<file path="src/rtl/mac_out_packer_pkg.sv">
// Shared types and constants for the MAC output packer.
//   ctrl_packer_t  : enable, clear, width (0=32b, 1=16b, 2/3=8b), len
//   flags_packer_t : cnt, sat_cnt, done
package mac_out_packer_pkg;

   localparam int unsigned PACK_CNT_W  = 16;
   localparam int unsigned PACK_DATA_W = 32;
   localparam int unsigned PACK_STRB_W = PACK_DATA_W / 8;

   localparam logic [1:0] PACK_W32 = 2'd0;
   localparam logic [1:0] PACK_W16 = 2'd1;
   localparam logic [1:0] PACK_W8  = 2'd2;

   typedef struct packed {
      logic                  enable;
      logic                  clear;
      logic [1:0]            width;
      logic [PACK_CNT_W-1:0] len;
   } ctrl_packer_t;

   typedef struct packed {
      logic [PACK_CNT_W-1:0] cnt;
      logic [PACK_CNT_W-1:0] sat_cnt;
      logic                  done;
   } flags_packer_t;

   // Index of the last lane in a word for a given width code (3 behaves as 8b).
   function automatic logic [1:0] lane_last(input logic [1:0] width);
      case (width)
         PACK_W32: lane_last = 2'd0;
         PACK_W16: lane_last = 2'd1;
         default:  lane_last = 2'd3;
      endcase
   endfunction

endpackage

</file>
<file path="src/rtl/hwpe_stream_intf_stream.sv">
// Valid/ready stream interface with byte strobe.
//   source drives valid/data/strb and samples ready; sink is the mirror.
interface hwpe_stream_intf_stream #(
   parameter int unsigned DATA_WIDTH = 32
) ();

   localparam int unsigned STRB_WIDTH = DATA_WIDTH / 8;

   logic                  valid;
   logic                  ready;
   logic [DATA_WIDTH-1:0] data;
   logic [STRB_WIDTH-1:0] strb;

   modport source (output valid, data, strb, input ready);
   modport sink   (input valid, data, strb, output ready);

endinterface

</file>
<file path="src/rtl/mac_pack_sat.sv">
// Combinational signed saturation of a 32b value to 32/16/8 bits.
//   din   : signed input
//   width : width code (0=32b, 1=16b, 2/3=8b)
//   dout  : clipped value, sign-extended to 32b
//   sat   : high when clipping occurred
module mac_pack_sat
   import mac_out_packer_pkg::*;
(
   input  logic [31:0] din,
   input  logic [1:0]  width,
   output logic [31:0] dout,
   output logic        sat
);

   logic signed [31:0] x;
   assign x = $signed(din);

   // Clip against the selected range; 32b passes straight through.
   always_comb begin
      dout = din;
      sat  = 1'b0;
      case (width)
         PACK_W32: begin
            dout = din;
         end
         PACK_W16: begin
            if (x > 32'sd32767) begin
               dout = 32'h0000_7FFF;
               sat  = 1'b1;
            end else if (x < -32'sd32768) begin
               dout = 32'hFFFF_8000;
               sat  = 1'b1;
            end
         end
         default: begin
            if (x > 32'sd127) begin
               dout = 32'h0000_007F;
               sat  = 1'b1;
            end else if (x < -32'sd128) begin
               dout = 32'hFFFF_FF80;
               sat  = 1'b1;
            end
         end
      endcase
   end

endmodule

</file>
<file path="src/rtl/mac_out_packer.sv">
// Requantizes the MAC result stream and packs lanes little-endian into 32b words.
//   clk_i, rst_ni : clock, async active-low reset
//   test_mode_i   : unused
//   d_i           : 32b signed result stream (sink)
//   q_o           : packed 32b words with byte strobe (source)
//   ctrl_i        : enable, clear, width, len
//   flags_o       : element count, saturation count, done pulse
module mac_out_packer
   import mac_out_packer_pkg::*;
#(
   parameter int unsigned CNT_WIDTH = PACK_CNT_W
) (
   input  logic                  clk_i,
   input  logic                  rst_ni,
   input  logic                  test_mode_i,
   hwpe_stream_intf_stream.sink   d_i,
   hwpe_stream_intf_stream.source q_o,
   input  ctrl_packer_t          ctrl_i,
   output flags_packer_t         flags_o
);

   logic [31:0]          r_pack,      n_pack;
   logic [1:0]           r_lane,      n_lane;
   logic [CNT_WIDTH-1:0] r_cnt,       n_cnt;
   logic [CNT_WIDTH-1:0] r_sat,       n_sat;
   logic [31:0]          r_out,       n_out;
   logic [3:0]           r_strb,      n_strb;
   logic                 r_out_valid, n_out_valid;
   logic                 r_out_last,  n_out_last;

   logic [CNT_WIDTH-1:0] len;
   logic [1:0]           lane_max;
   logic                 last_elem, word_done, out_free;
   logic                 ready_c, accept, drain;
   logic [31:0]          sat_data, lane_mask, merged;
   logic [4:0]           lane_shift;
   logic [3:0]           word_strb;
   logic                 sat_hit;
   logic                 unused_sig;

   assign unused_sig = test_mode_i ^ (^d_i.strb);

   mac_pack_sat u_sat (
      .din   (d_i.data),
      .width (ctrl_i.width),
      .dout  (sat_data),
      .sat   (sat_hit)
   );

   assign len       = CNT_WIDTH'(ctrl_i.len);
   assign lane_max  = lane_last(ctrl_i.width);
   assign last_elem = (r_cnt == len - CNT_WIDTH'(1));
   assign word_done = (r_lane == lane_max) | last_elem;
   assign out_free  = ~r_out_valid | q_o.ready;

   // Clear is gated in so no element is accepted and then thrown away.
   assign ready_c = ctrl_i.enable & ~ctrl_i.clear & (len != '0) & (r_cnt < len)
                  & (~word_done | out_free);
   assign accept  = d_i.valid & ready_c;
   assign drain   = r_out_valid & q_o.ready;

   // Lane placement and strobe of the word if it closes on the current lane.
   always_comb begin
      lane_mask  = 32'hFFFF_FFFF;
      lane_shift = 5'd0;
      word_strb  = 4'hF;
      case (ctrl_i.width)
         PACK_W32: begin
            lane_mask  = 32'hFFFF_FFFF;
            lane_shift = 5'd0;
            word_strb  = 4'hF;
         end
         PACK_W16: begin
            lane_mask  = 32'h0000_FFFF;
            lane_shift = {r_lane[0], 4'b0000};
            word_strb  = r_lane[0] ? 4'hF : 4'h3;
         end
         default: begin
            lane_mask  = 32'h0000_00FF;
            lane_shift = {r_lane, 3'b000};
            case (r_lane)
               2'd0:    word_strb = 4'h1;
               2'd1:    word_strb = 4'h3;
               2'd2:    word_strb = 4'h7;
               default: word_strb = 4'hF;
            endcase
         end
      endcase
   end

   assign merged = r_pack | ((sat_data & lane_mask) << lane_shift);

   // Next-state: clear wins, otherwise drain then accept.
   always_comb begin
      n_pack      = r_pack;
      n_lane      = r_lane;
      n_cnt       = r_cnt;
      n_sat       = r_sat;
      n_out       = r_out;
      n_strb      = r_strb;
      n_out_valid = r_out_valid;
      n_out_last  = r_out_last;

      if (ctrl_i.clear) begin
         n_pack      = '0;
         n_lane      = '0;
         n_cnt       = '0;
         n_sat       = '0;
         n_out       = '0;
         n_strb      = '0;
         n_out_valid = 1'b0;
         n_out_last  = 1'b0;
      end else begin
         if (drain) begin
            n_out_valid = 1'b0;
            n_out_last  = 1'b0;
         end
         if (accept) begin
            n_cnt = r_cnt + CNT_WIDTH'(1);
            if (sat_hit && (r_sat != '1)) begin
               n_sat = r_sat + CNT_WIDTH'(1);
            end
            if (word_done) begin
               n_out       = merged;
               n_strb      = word_strb;
               n_out_valid = 1'b1;
               n_out_last  = last_elem;
               n_lane      = '0;
               n_pack      = '0;
            end else begin
               n_pack = merged;
               n_lane = r_lane + 2'd1;
            end
         end
      end
   end

   always_ff @(posedge clk_i or negedge rst_ni) begin
      if (!rst_ni) begin
         r_pack      <= '0;
         r_lane      <= '0;
         r_cnt       <= '0;
         r_sat       <= '0;
         r_out       <= '0;
         r_strb      <= '0;
         r_out_valid <= 1'b0;
         r_out_last  <= 1'b0;
      end else begin
         r_pack      <= n_pack;
         r_lane      <= n_lane;
         r_cnt       <= n_cnt;
         r_sat       <= n_sat;
         r_out       <= n_out;
         r_strb      <= n_strb;
         r_out_valid <= n_out_valid;
         r_out_last  <= n_out_last;
      end
   end

   assign d_i.ready = ready_c;
   assign q_o.valid = r_out_valid;
   assign q_o.data  = r_out;
   assign q_o.strb  = r_strb;

   // done marks the handshake of the word carrying the final element.
   assign flags_o.cnt     = PACK_CNT_W'(r_cnt);
   assign flags_o.sat_cnt = PACK_CNT_W'(r_sat);
   assign flags_o.done    = drain & r_out_last;

endmodule

</file>
<file path="src/flat_wrapper.sv">
// flat-port wrapper written by rule: the top's interface ports become plain ports
module mac_out_packer_flat import mac_out_packer_pkg::*;
#(
   parameter int unsigned CNT_WIDTH = PACK_CNT_W
)
  (clk_i, rst_ni, test_mode_i, ctrl_i, flags_o, d_i_valid, d_i_data, d_i_strb, d_i_ready, q_o_valid, q_o_data, q_o_strb, q_o_ready);
  hwpe_stream_intf_stream #(.DATA_WIDTH(32)) d_i_i ();
  hwpe_stream_intf_stream #(.DATA_WIDTH(32)) q_o_i ();
  input  logic clk_i;
  input  logic rst_ni;
  input  logic test_mode_i;
  input  ctrl_packer_t ctrl_i;
  output flags_packer_t flags_o;
  input wire logic [$bits(d_i_i.valid)-1:0] d_i_valid;
  input wire logic [$bits(d_i_i.data)-1:0] d_i_data;
  input wire logic [$bits(d_i_i.strb)-1:0] d_i_strb;
  output wire logic [$bits(d_i_i.ready)-1:0] d_i_ready;
  output wire logic [$bits(q_o_i.valid)-1:0] q_o_valid;
  output wire logic [$bits(q_o_i.data)-1:0] q_o_data;
  output wire logic [$bits(q_o_i.strb)-1:0] q_o_strb;
  input wire logic [$bits(q_o_i.ready)-1:0] q_o_ready;
  assign d_i_i.valid = d_i_valid;
  assign d_i_i.data = d_i_data;
  assign d_i_i.strb = d_i_strb;
  assign d_i_ready = d_i_i.ready;
  assign q_o_valid = q_o_i.valid;
  assign q_o_data = q_o_i.data;
  assign q_o_strb = q_o_i.strb;
  assign q_o_i.ready = q_o_ready;
  mac_out_packer #(.CNT_WIDTH(CNT_WIDTH)) u_core (.clk_i(clk_i), .rst_ni(rst_ni), .test_mode_i(test_mode_i), .d_i(d_i_i), .q_o(q_o_i), .ctrl_i(ctrl_i), .flags_o(flags_o));
endmodule
</file>
<file path="config.mk">
export PLATFORM = sky130hd
export DESIGN_NAME = mac_out_packer_flat
export DESIGN_NICKNAME = d
export VERILOG_FILES = /design/src/rtl/mac_out_packer_pkg.sv /design/src/rtl/hwpe_stream_intf_stream.sv /design/src/rtl/mac_pack_sat.sv /design/src/rtl/mac_out_packer.sv /design/src/flat_wrapper.sv
export SDC_FILE = /design/constraint.sdc
export NUM_CORES = 1
export LEC_CHECK = 0
export ABC_AREA = 1
export CAP_MARGIN = 20
export CELL_PAD_IN_SITES_DETAIL_PLACEMENT = 0
export CELL_PAD_IN_SITES_GLOBAL_PLACEMENT = 1
export CORE_MARGIN = 1.5
export CORE_UTILIZATION = 38
export DETAILED_ROUTE_END_ITERATION = 6
export GPL_TIMING_DRIVEN = 0
export HOLD_SLACK_MARGIN = 0.08
export PLACE_DENSITY_LB_ADDON = 0.1
export SETUP_SLACK_MARGIN = 0.1
export SYNTH_ARGS = -nofsm -noshare
export SYNTH_HDL_FRONTEND = slang
export SYNTH_SLANG_ARGS = --single-unit
export TNS_END_PERCENT = 50
</file>
<file path="constraint.sdc">
create_clock -name clk_i -period 3.01 [get_ports clk_i]
set_input_delay 0.602 -clock clk_i [delete_from_list [all_inputs] [get_ports clk_i]]
set_output_delay 0.602 -clock clk_i [all_outputs]
set_load 0.03 [all_outputs]
</file>
Word level (Yosys, flattened, before mapping). Index checks and enable logic that the tools add are counted.

Bits in registers: 104. Output and inout port bits: 71. Input bits: 61. Logic and storage cells: 89.

Magnitude comparators: 5. Equal/unequal tests: 6. Add/sub/neg operators: 4. Reductions and logical operators: 9. Mux-type cells: 41. Bitwise logic cells: 15. Shift operators: 1.

Operators by type and width (number): $mux 32 (10); $pmux 32 s2 (2); $mux 16 (5); $add 16x1->16 const B (2); $and 32x32->32 (1); $gt 32x16->1 const B (1); $gt 32x8->1 const B (1); $lt 32x16->1 const B (1); $lt 32x8->1 const B (1); $or 32x32->32 (1); $shl 32x5->32 (1); $eq 16x16->1 (1); $lt 16x16->1 (1); $mux 4 (4); $ne 16x16->1 const B (1); $reduce_bool 16->1 (1); $sub 16x1->16 const B (1); $mux 1 (12); $pmux 4 s3 (1); $pmux 5 s2 (1); $pmux 4 s2 (1); $and 1x1->1 (7); $mux 2 (3); $reduce_bool 2->1 (3); 11 further kinds (18).

Depth between registers and ports, before layout. Gate-level depths: netlist of run 1.

Depth after elaboration: 10. Mapped depth: 20. Depth with buffers taken out: 19.

Cells and area by module. From an unflattened synthesis of run 1, not the netlist that was laid out.

Cell total of the unflattened synthesis: 1172. Area total of the unflattened synthesis: 7858.8 um^2.

By module, submodules not included: mac_out_packer (cells an instance 914, area each 6718.9 um^2, sequential area each 2602.5 um^2, instances 1); mac_pack_sat (cells an instance 258, area each 1139.8 um^2, sequential area each 0.0 um^2, instances 1).

Worst setup path before layout of run 1. OpenSTA, ideal clock, no wires.

Path type: input port to output port. Start: input ctrl_i[0] in the netlist's numbering. End: output d_i_ready. Arrival: 2.524 ns. Path slack: -0.116 ns. Buffers on the path: 1. Stages on the path: 12. Data required time: 2.408 ns. Cells stage by stage: inv_1 > ha_1 > nand2_2 > nor2_2 > xor2_1 > nor2_1 > nand2_1 > nor2_1 > nand2_1 > nand2_2 > clkbuf_1 > a21boi_0.

Word-level cells in the longest chain between the ends: 6. Elaborated cells between the ends (all ways): 10. Classes of those cells: add/sub (1); order compare (1); eq/ne (1); bitwise (6); reduce/logical (1).

RTL lines: from (decl) (RTL line flat_wrapper.sv:12) `input ctrl_packer_t ctrl_i;`; $sub 16x1->16 (RTL line mac_out_packer.sv:52) `assign last_elem = (r_cnt == len - CNT_WIDTH'(1));`; $eq 16x16->1 (RTL line mac_out_packer.sv:52); $or 1x1->1 (RTL line mac_out_packer.sv:53) `assign word_done = (r_lane == lane_max) | last_elem;`; $not 1->1 (RTL line mac_out_packer.sv:58) `& (~word_done | out_free);`; $or 1x1->1 (RTL line mac_out_packer.sv:58); $and 1x1->1 (*) (RTL line mac_out_packer.sv:58); to (decl) (RTL line flat_wrapper.sv:17) `output wire logic [$bits(d_i_i.ready)-1:0] d_i_ready;`.

Mark *: on every way between the ends. The rest lies on a longest branch, timed or not.

Worst setup path in the final report of run 1.
Start: register u_core.r_cnt[0]. End: output d_i_ready.

Word-level cells in the longest chain between the ends: 5. Elaborated cells between the ends (all ways): 7. Classes of those cells: order compare (1); eq/ne (1); bitwise (5).

RTL lines: from (decl) (RTL line mac_out_packer.sv:24) `logic [CNT_WIDTH-1:0] r_cnt, n_cnt;`; from (signal assigned) (RTL line mac_out_packer.sv:151) `r_cnt <= n_cnt;`; branches (longest 4 deep; another with $lt 16x16->1); $and 1x1->1 (*) (RTL line mac_out_packer.sv:58).

Mark *: on every way between the ends.

==> results of run 1 <==
## worst max-delay path, cell delays in order (launching register included)
cell and delay [ps]:
dfrtp_2 470, inv_2 80, ha_1 280, nor2_2 170
nand3_1 110, nor3_2 210, nand2_2 110, nand2_2 90
clkbuf_8 140, a21boi_4 50, buf_6 150
## repair_timing
action                     4_1_cts  5_1_grt
setup buffers                   15        7
setup endpoints to repair      100      100
gates cloned                     0        1
pin swaps                       17       25
hold endpoints to repair         0        0
gates resized for setup         85       80
## through the flow
| stage | power (uW) | cells | setup slack, ps | setup TNS, ps |
|---|---|---|---|---|
| CTS | 3440 | 1472 | 82.2 | 0 |
| finish | 3430 | 1480 | 188 | 0 |
| global placement | 2200 | 1440 | -2990 | -356840 |
| global route | 3590 | 1480 | 84.7 | 0 |
| detailed placement | 2210 | 1441 | -1310 | -48370 |
| floorplan | 1890 | 1082 | 117 | 0 |
## metal layers
layer	wire, um	up-vias	GRT usage, %
met2	10500	198	36.1
met5	0	-	0
met4	220	0	5.15
met1	12600	3570	37.6
li1	-	3825	-
met3	1140	18	3.31
## layout by cell type (no fill, tap or decap), types with 11 or more instances in the layout
cell type        instances
dlymetal6s2s_1          13
a21oi_1                 30
nor3_1                  12
nor2_1                  93
nand3_1                173
buf_2                   11
inv_1                   84
clkbuf_1                17
xor2_1                  32
nor2_2                  14
clkdlybuf4s50_1         88
ha_1                    19
buf_4                   25
nand2_2                 11
nand4_1                 16
nor2_4                  11
o21ai_0                 17
dfrtp_1                 99
nand2_1                338
## power by group through the flow
| stage | registers, uW | logic, uW | clock network, uW |
|---|---|---|---|
| after global routing | 1470 | 849 | 1270 |
| after global placement | 1490 | 709 | 0 |
| after floorplan | 1510 | 377 | 0 |
| after detailed placement | 1490 | 714 | 0 |
| after CTS | 1470 | 750 | 1220 |
| final | 1470 | 769 | 1190 |
## area by class of cell
class,count,area (um2)
Buffer,45,270
Clock buffer,10,229
Clock inverter,6,62.6
Fill cell,1913,9170
Inverter,95,357
Multi-Input combinational cell,838,4360
Sequential cell,104,2610
Tap cell,234,293
Timing Repair Buffer,148,1420
## final timing paths
path / to / slack (ps) / cells after the start
worst min register to register: u_core.q_o.data[10]$_DFFE_PN0P_ / 500 / 2
worst min-delay path: u_core.r_cnt[15]$_DFFE_PN0P_ / 300 / 1
worst max-delay path: d_i_ready / 190 / 10
worst max register to register: u_core.q_o.data[30]$_DFFE_PN0P_ / 340 / 15
max in group asynchronous: u_core.q_o.data[1]$_DFFE_PN0P_ / 1990 / 2
min in group clk_i: u_core.q_o.data[10]$_DFFE_PN0P_ / 500 / 2
## state kept, by name, summed over array words and instances, names as in the netlist
name               flops
u_core.r_pack         32
u_core.q_o.valid       1
u_core.q_o.strb        4
u_core.r_sat          16
u_core.r_cnt          16
u_core.r_lane          2
u_core.q_o.data       32
u_core.r_out_last      1
## kinds of logic after synthesis
logic type               synth area share, %
AO/OA/AOI/OAI                           6.38
buffers and inverters                   8.09
flip-flops                              35.6
adder cells (fa/ha/maj)                 3.94
XOR/XNOR                                5.03
AND/OR/NAND/NOR                         41.0
==> results.md, run 1 <==
* Synth top area cells: dfrtp_1, nand2_1, nand3_1, nor2_1, inv_1
* Synth area leader: dfrtp_1
* 1st-iter DRT viols at roughly 470
* FF-to-FF Start: u_core.r_cnt[0]$_DFFE_PN0P_
* Post-DP HPWL at 18300 um
* Synth Area per Inst at 6.76 um2
* Worst-path maximum fanout at 7
* Worst EP arrival at ~2200 ps
* Share of power burned in registers at 42.8%
* DP Area at 8870 um2
* Die area at 20100 um2
* Num ports at ~130
* Routed wire length at 24400 um
* Final Instance Area at 9590 um2
* Top-area cell type share of the netlist area at 35.6%
* Crit path launch type: register
* DRC Markers at 0
* TritonCTS Buffers at 9
* Initial Util at 39.0%
* Largest net degree at the start of global routing at between 50 and 60
* Part of the cycle the worst path needs at 93.7%
* Pleak at 0.00480 uW
* Fmax at 354 MHz
* Tmin final at 2820 ps
* Antenna Nets Post-Route at 0
* Die X at roughly 140 um
* Final Hold Vio Count at 0
* Setup Viol. Count Final at 0
* WS Path Type: register to output pin
* Utilization after layout at between 50 and 60%
* Post-synthesis sequential area ratio at 35.6%
* Post-synth EDFFs at 0
* Top_reg_cell synth: dfrtp_1
* Vias in the first global route at around 7000
* Worst setup EP type: output pin
* Clk_lat worst skew at 360 ps
* Relative slew slack at 51.2%
* Share of layout cells above drive strength 1 at 12.6%
* Post-Syn Nets at 1166
* Post-synth cell types at 42
* Antenna violations before repair at 0
* Clock tree buffer depth at 2
* Vias/cell at 5.14
* Area growth from synthesis to layout at 31.2%
* Hold WS at 300 ps
* Final clock skew at 9.55 ps
* Clk slew on worst S/H paths at about 70 ps
* Nets at roughly 1300
* Clock Sinks at 104
* Top cells by count, synth: nand2_1, nand3_1, nor2_1
* Synth warn at 0
* Status: finished clean
* Routed vias at 7611
* Core box area at between 15000 and 20000 um2
* H-Tree Depth at 3
* Internal at 2290 uW
* Max VDD drop at 0.293 mV
* Top-count cell post-synth: nand2_1
* Pwr/cell area at 357 nW/um2
* Drt first pass iters at 5
* Comb power frac at between 20% and 30%
* DIE HEIGHT at 142 um
* Final Max Tran Viols at 0
* # Max-Cap Violations at 0
* Unrepaired setup endpoints after global routing: true
* Critical path startpoint: u_core.r_cnt[0]$_DFFE_PN0P_
* Req. time, crit path at 2410 ps
* Net Switching at about 1100 uW
* Clock power share at 34.8%
* Overall Global Routing Usage at 24.4%
* # diodes at 0
* Actual slew at the worst max-slew pin at ~730 ps
* Final RePlAce weighted congestion at 0.878
* Syn Inst Count at 1082
* Hold Crit Class: primary input to asynchronous set/reset pin
* Overflow after GRT at 0
* Root buf cell: clkbuf_16
* Rows at 50
* Routed wire per std cell at 16.5 um
* Area of the mapped netlist at approximately 7300 um2
* CTS tree: done
* IO buf count at 124
* Post-synthesis async set-or-reset flop share at 100%
* # hold bufs at CTS at 0
* Sw Share at 33.2%
* Register bit total from synthesis at 104
* First-pass GRT wire length at 38100 um
(Power assumes the default switching activity.)
==> run 2: changes to the inputs <==
Settings changed: ABC_AREA 1 to not set.
==> results.md, run 2 <==
* Largest net degree at the start of global routing at 57 (+1.8%)
* Antenna Nets Post-Route at 0 (unchanged)
* DIE HEIGHT at 131 um (-7.4%)
* Req. time, crit path at 2410 ps (about the same)
* Nets at 967 (-27%)
* Most frequent cells in the layout: dfrtp_1, clkdlybuf4s50_1, a21oi_1
* Hold WS at 297 ps (-3.02 ps)
* Synth warn at 0 (unchanged)
* Final clock skew at 7.59 ps (-1.96 ps)
* Routed vias at 6402 (-16%)
* # diodes at 0 (unchanged)
* Worst R2R Path Depth at 12 (-3)
* Final worst slack at -325 ps (-513 ps)
* Violated checks: negative setup slack
* Worst path most repeated cell: buf_8
* Drt first pass iters at 5 (unchanged)
* Vias/cell at 5.80 (+13%)
* # Max-Cap Violations at 0 (unchanged)
* Overall Global Routing Usage at 24.6% (+0.16 points)
* Utilization after layout at 59.2% (+8.0 points)
* Hold Crit Class: primary input to asynchronous set/reset pin
* Root buf cell: clkbuf_16
* Routed wire per std cell at 20.1 um (+22%)
* Register bit total from synthesis at 104 (unchanged)
* Power Total at 3330 uW (-2.9%)
* Top-area cell type share of the netlist area at 41.6% (+6.0 points)
* H-Tree Depth at 3 (unchanged)
* Worst-path maximum fanout at 5 (-2)
* CP max-delay cell: or4_4
* Tmin final at 3340 ps (+513 ps)
* Max VDD drop at 0.282 mV (-3.8%)
* GR Util met3 at 4.44% (+1.1 points)
* TritonCTS Buffers at 9 (unchanged)
* Post-synthesis sequential area ratio at 41.6% (+6.0 points)
* CTS tree: done
* GR Util met2 at 41.3% (+5.2 points)
* FF-to-FF End: u_core.r_sat[1]$_DFFE_PN0P_
* Post-DP HPWL at 15700 um (-14%)
* Actual slew at the worst max-slew pin at 949 ps (+217 ps)
* Area growth from synthesis to layout at 51.4%
* Clock tree buffer depth at 2 (unchanged)
* IO buf count at 122 (-1.6%)
* Die area at 17200 um2 (-14%)
* Slowest stage delay, CP at 590 ps (+120 ps)
* Vias in the first global route at 6156 (-12%)
* Worst EP arrival at 2730 ps (+510 ps)
* Pwr/cell area at 352 nW/um2 (-1.6%)
* Antenna violations before repair at 0 (unchanged)
* Post-synth EDFFs at 0 (unchanged)
* Relative slew slack at 36.5% (-15 points)
* Clk slew on worst S/H paths at 70 ps (about the same)
* Routed wire length at 22200 um (-8.9%)
* Worst setup EP type: output pin
* Share of layout cells above drive strength 1 at 26.7% (+14 points)
* Fillers at 1445 (-24%)
* Pleak at 0.00392 uW (-18%)
* Clock Sinks at 104 (unchanged)
* Fmax at 300 MHz (-15%)
* FF-to-FF Start: u_core.r_cnt[2]$_DFFE_PN0P_
* Rows at 46 (-8.0%)
* Die X at 131 um (-7.4%)
* 1st-iter DRT viols at 534 (+14%)
* Post-synth cell types at 59 (+40%)
* Status: finished, violations left
* Synth top area cells: dfrtp_1, a21oi_1, ha_1, nor2_1, nand3_1
* Crit path launch type: primary input
* Final Hold Vio Count at 0 (unchanged)
* Final RePlAce weighted congestion at 0.932 (+6.1%)
* Final Max Tran Viols at 0 (unchanged)
* Overflow after GRT at 0 (unchanged)
* Most common cell after layout, fill and taps aside: dfrtp_1
* Core box area at 16000 um2 (-15%)
* First-pass GRT wire length at 33600 um (-12%)
* Syn Inst Count at 694 (-36%)
* R2R setup slack at -230 ps (-570 ps)
* Area of the mapped netlist at 6250 um2 (-14%)
* WS Path Type: primary input to output pin
* Part of the cycle the worst path needs at 111% (+17 points)
* Top_reg_cell synth: dfrtp_1
* # hold bufs at CTS at 0 (unchanged)
* Critical path startpoint: ctrl_i[0]
* DRC Markers at 0 (unchanged)
* Met1 Resource Use GR at 32.3% (-5.3 points)
* Clk_lat worst skew at 360 ps (about the same)
* Top-count cell post-synth: dfrtp_1
* Synth Area per Inst at 9.01 um2 (+33%)
* Top cells by count, synth: dfrtp_1, a21oi_1, nor2_1
* Post-synthesis async set-or-reset flop share at 100% (unchanged)
* Unrepaired setup endpoints after global routing: true
* Initial Util at 39.1% (+0.13 points)
* Post-Syn Nets at 778 (-33%)
* Num ports at 132 (unchanged)
* Setup Viol. Count Final at 53 (+53)
* Synth area leader: dfrtp_1
* GR peak layer: met2
* Critical-path cell list: buf_8 -> or3_4 -> nor3_4 -> a21o_1 -> nand4_1 -> or4_4 -> buf_8 -> nand2b_4 -> a21oi_4 -> buf_6
run 2: routing by layer:
| layer | part of all wire (%) | vias up |
|---|---|---|
| li1 | - | 2984 |
| met1 | 44 | 3178 |
| met2 | 49 | 206 |
| met3 | 4.7 | 34 |
| met4 | 2.3 | 0 |
| met5 | 0 | - |
run 2: logic make-up after synthesis:
family                     Yosys count  synth area share, %
AOI/OAI and AO/OA                  229                 24.4
xor gates and xnor gates            24                 3.36
adders and majority gates           23                 4.60
buffers and inverters               73                 5.06
DFF                                104                 41.6
muxes                                5                0.880
and+or+nand+nor                    236                 20.1
run 2: how the worst max path moves through the flow:
stage	endpoint	slack, ps	cells past startpoint
after floorplan	u_core.r_sat[5]$_DFFE_PN0P_	-180	11
after global placement	u_core.r_cnt[8]$_DFFE_PN0P_	-3130	1
after detailed placement	u_core.q_o.data[9]$_DFFE_PN0P_	-1520	11
after CTS	d_i_ready	-310	12
after global routing	d_i_ready	-390	10
final	d_i_ready	-330	10
run 2: area by class of cell:
type / instances / area (um2) / share of cell area (%)
multi-input combinational: 518 / 4050 / 42.8
sequential: 104 / 2610 / 27.6
timing repair buffer: 177 / 1760 / 18.6
buffer: 41 / 348 / 3.67
tap: 216 / 270 / 2.85
clock buffer: 10 / 229 / 2.42
inverter: 32 / 133 / 1.40
clock inverter: 6 / 68.8 / 0.727
run 2: repair_timing:
action | 4_1_cts | 5_1_grt
setup buffers | 22 | 24
setup endpoints to repair | 105 | 104
gates resized for setup | 148 | 203
pin swaps | 33 | 35
cloned | 0 | 10
run 2: power by group:
part	internal [uW]	leakage, uW	total (uW)	switching [uW]
logic	271	0.00235	664	393
registers	1420	0.00144	1440	21.0
clock network	651	0.000137	1220	569
total	2340	0.00392	3330	983
run 2: through the flow:
| step | TNS [ps] | area, um2 | cells | setup slack [ps] |
|---|---|---|---|---|
| floorplan | -1130 | 6380 | 694 | -177 |
| global placement | -402670 | 7880 | 1032 | -3130 |
| detailed placement | -116650 | 7900 | 1033 | -1520 |
| CTS | -12260 | 8530 | 1071 | -314 |
| global route | -11060 | 9470 | 1104 | -388 |
| finish | -3610 | 9470 | 1104 | -325 |
run 2: worst max-delay path, delay by kind of cell:
family	cells	cell delay (ps)
and+or+nand+nor	5	1520
AOI/OAI and AO/OA	2	210
buffers and inverters	3	390
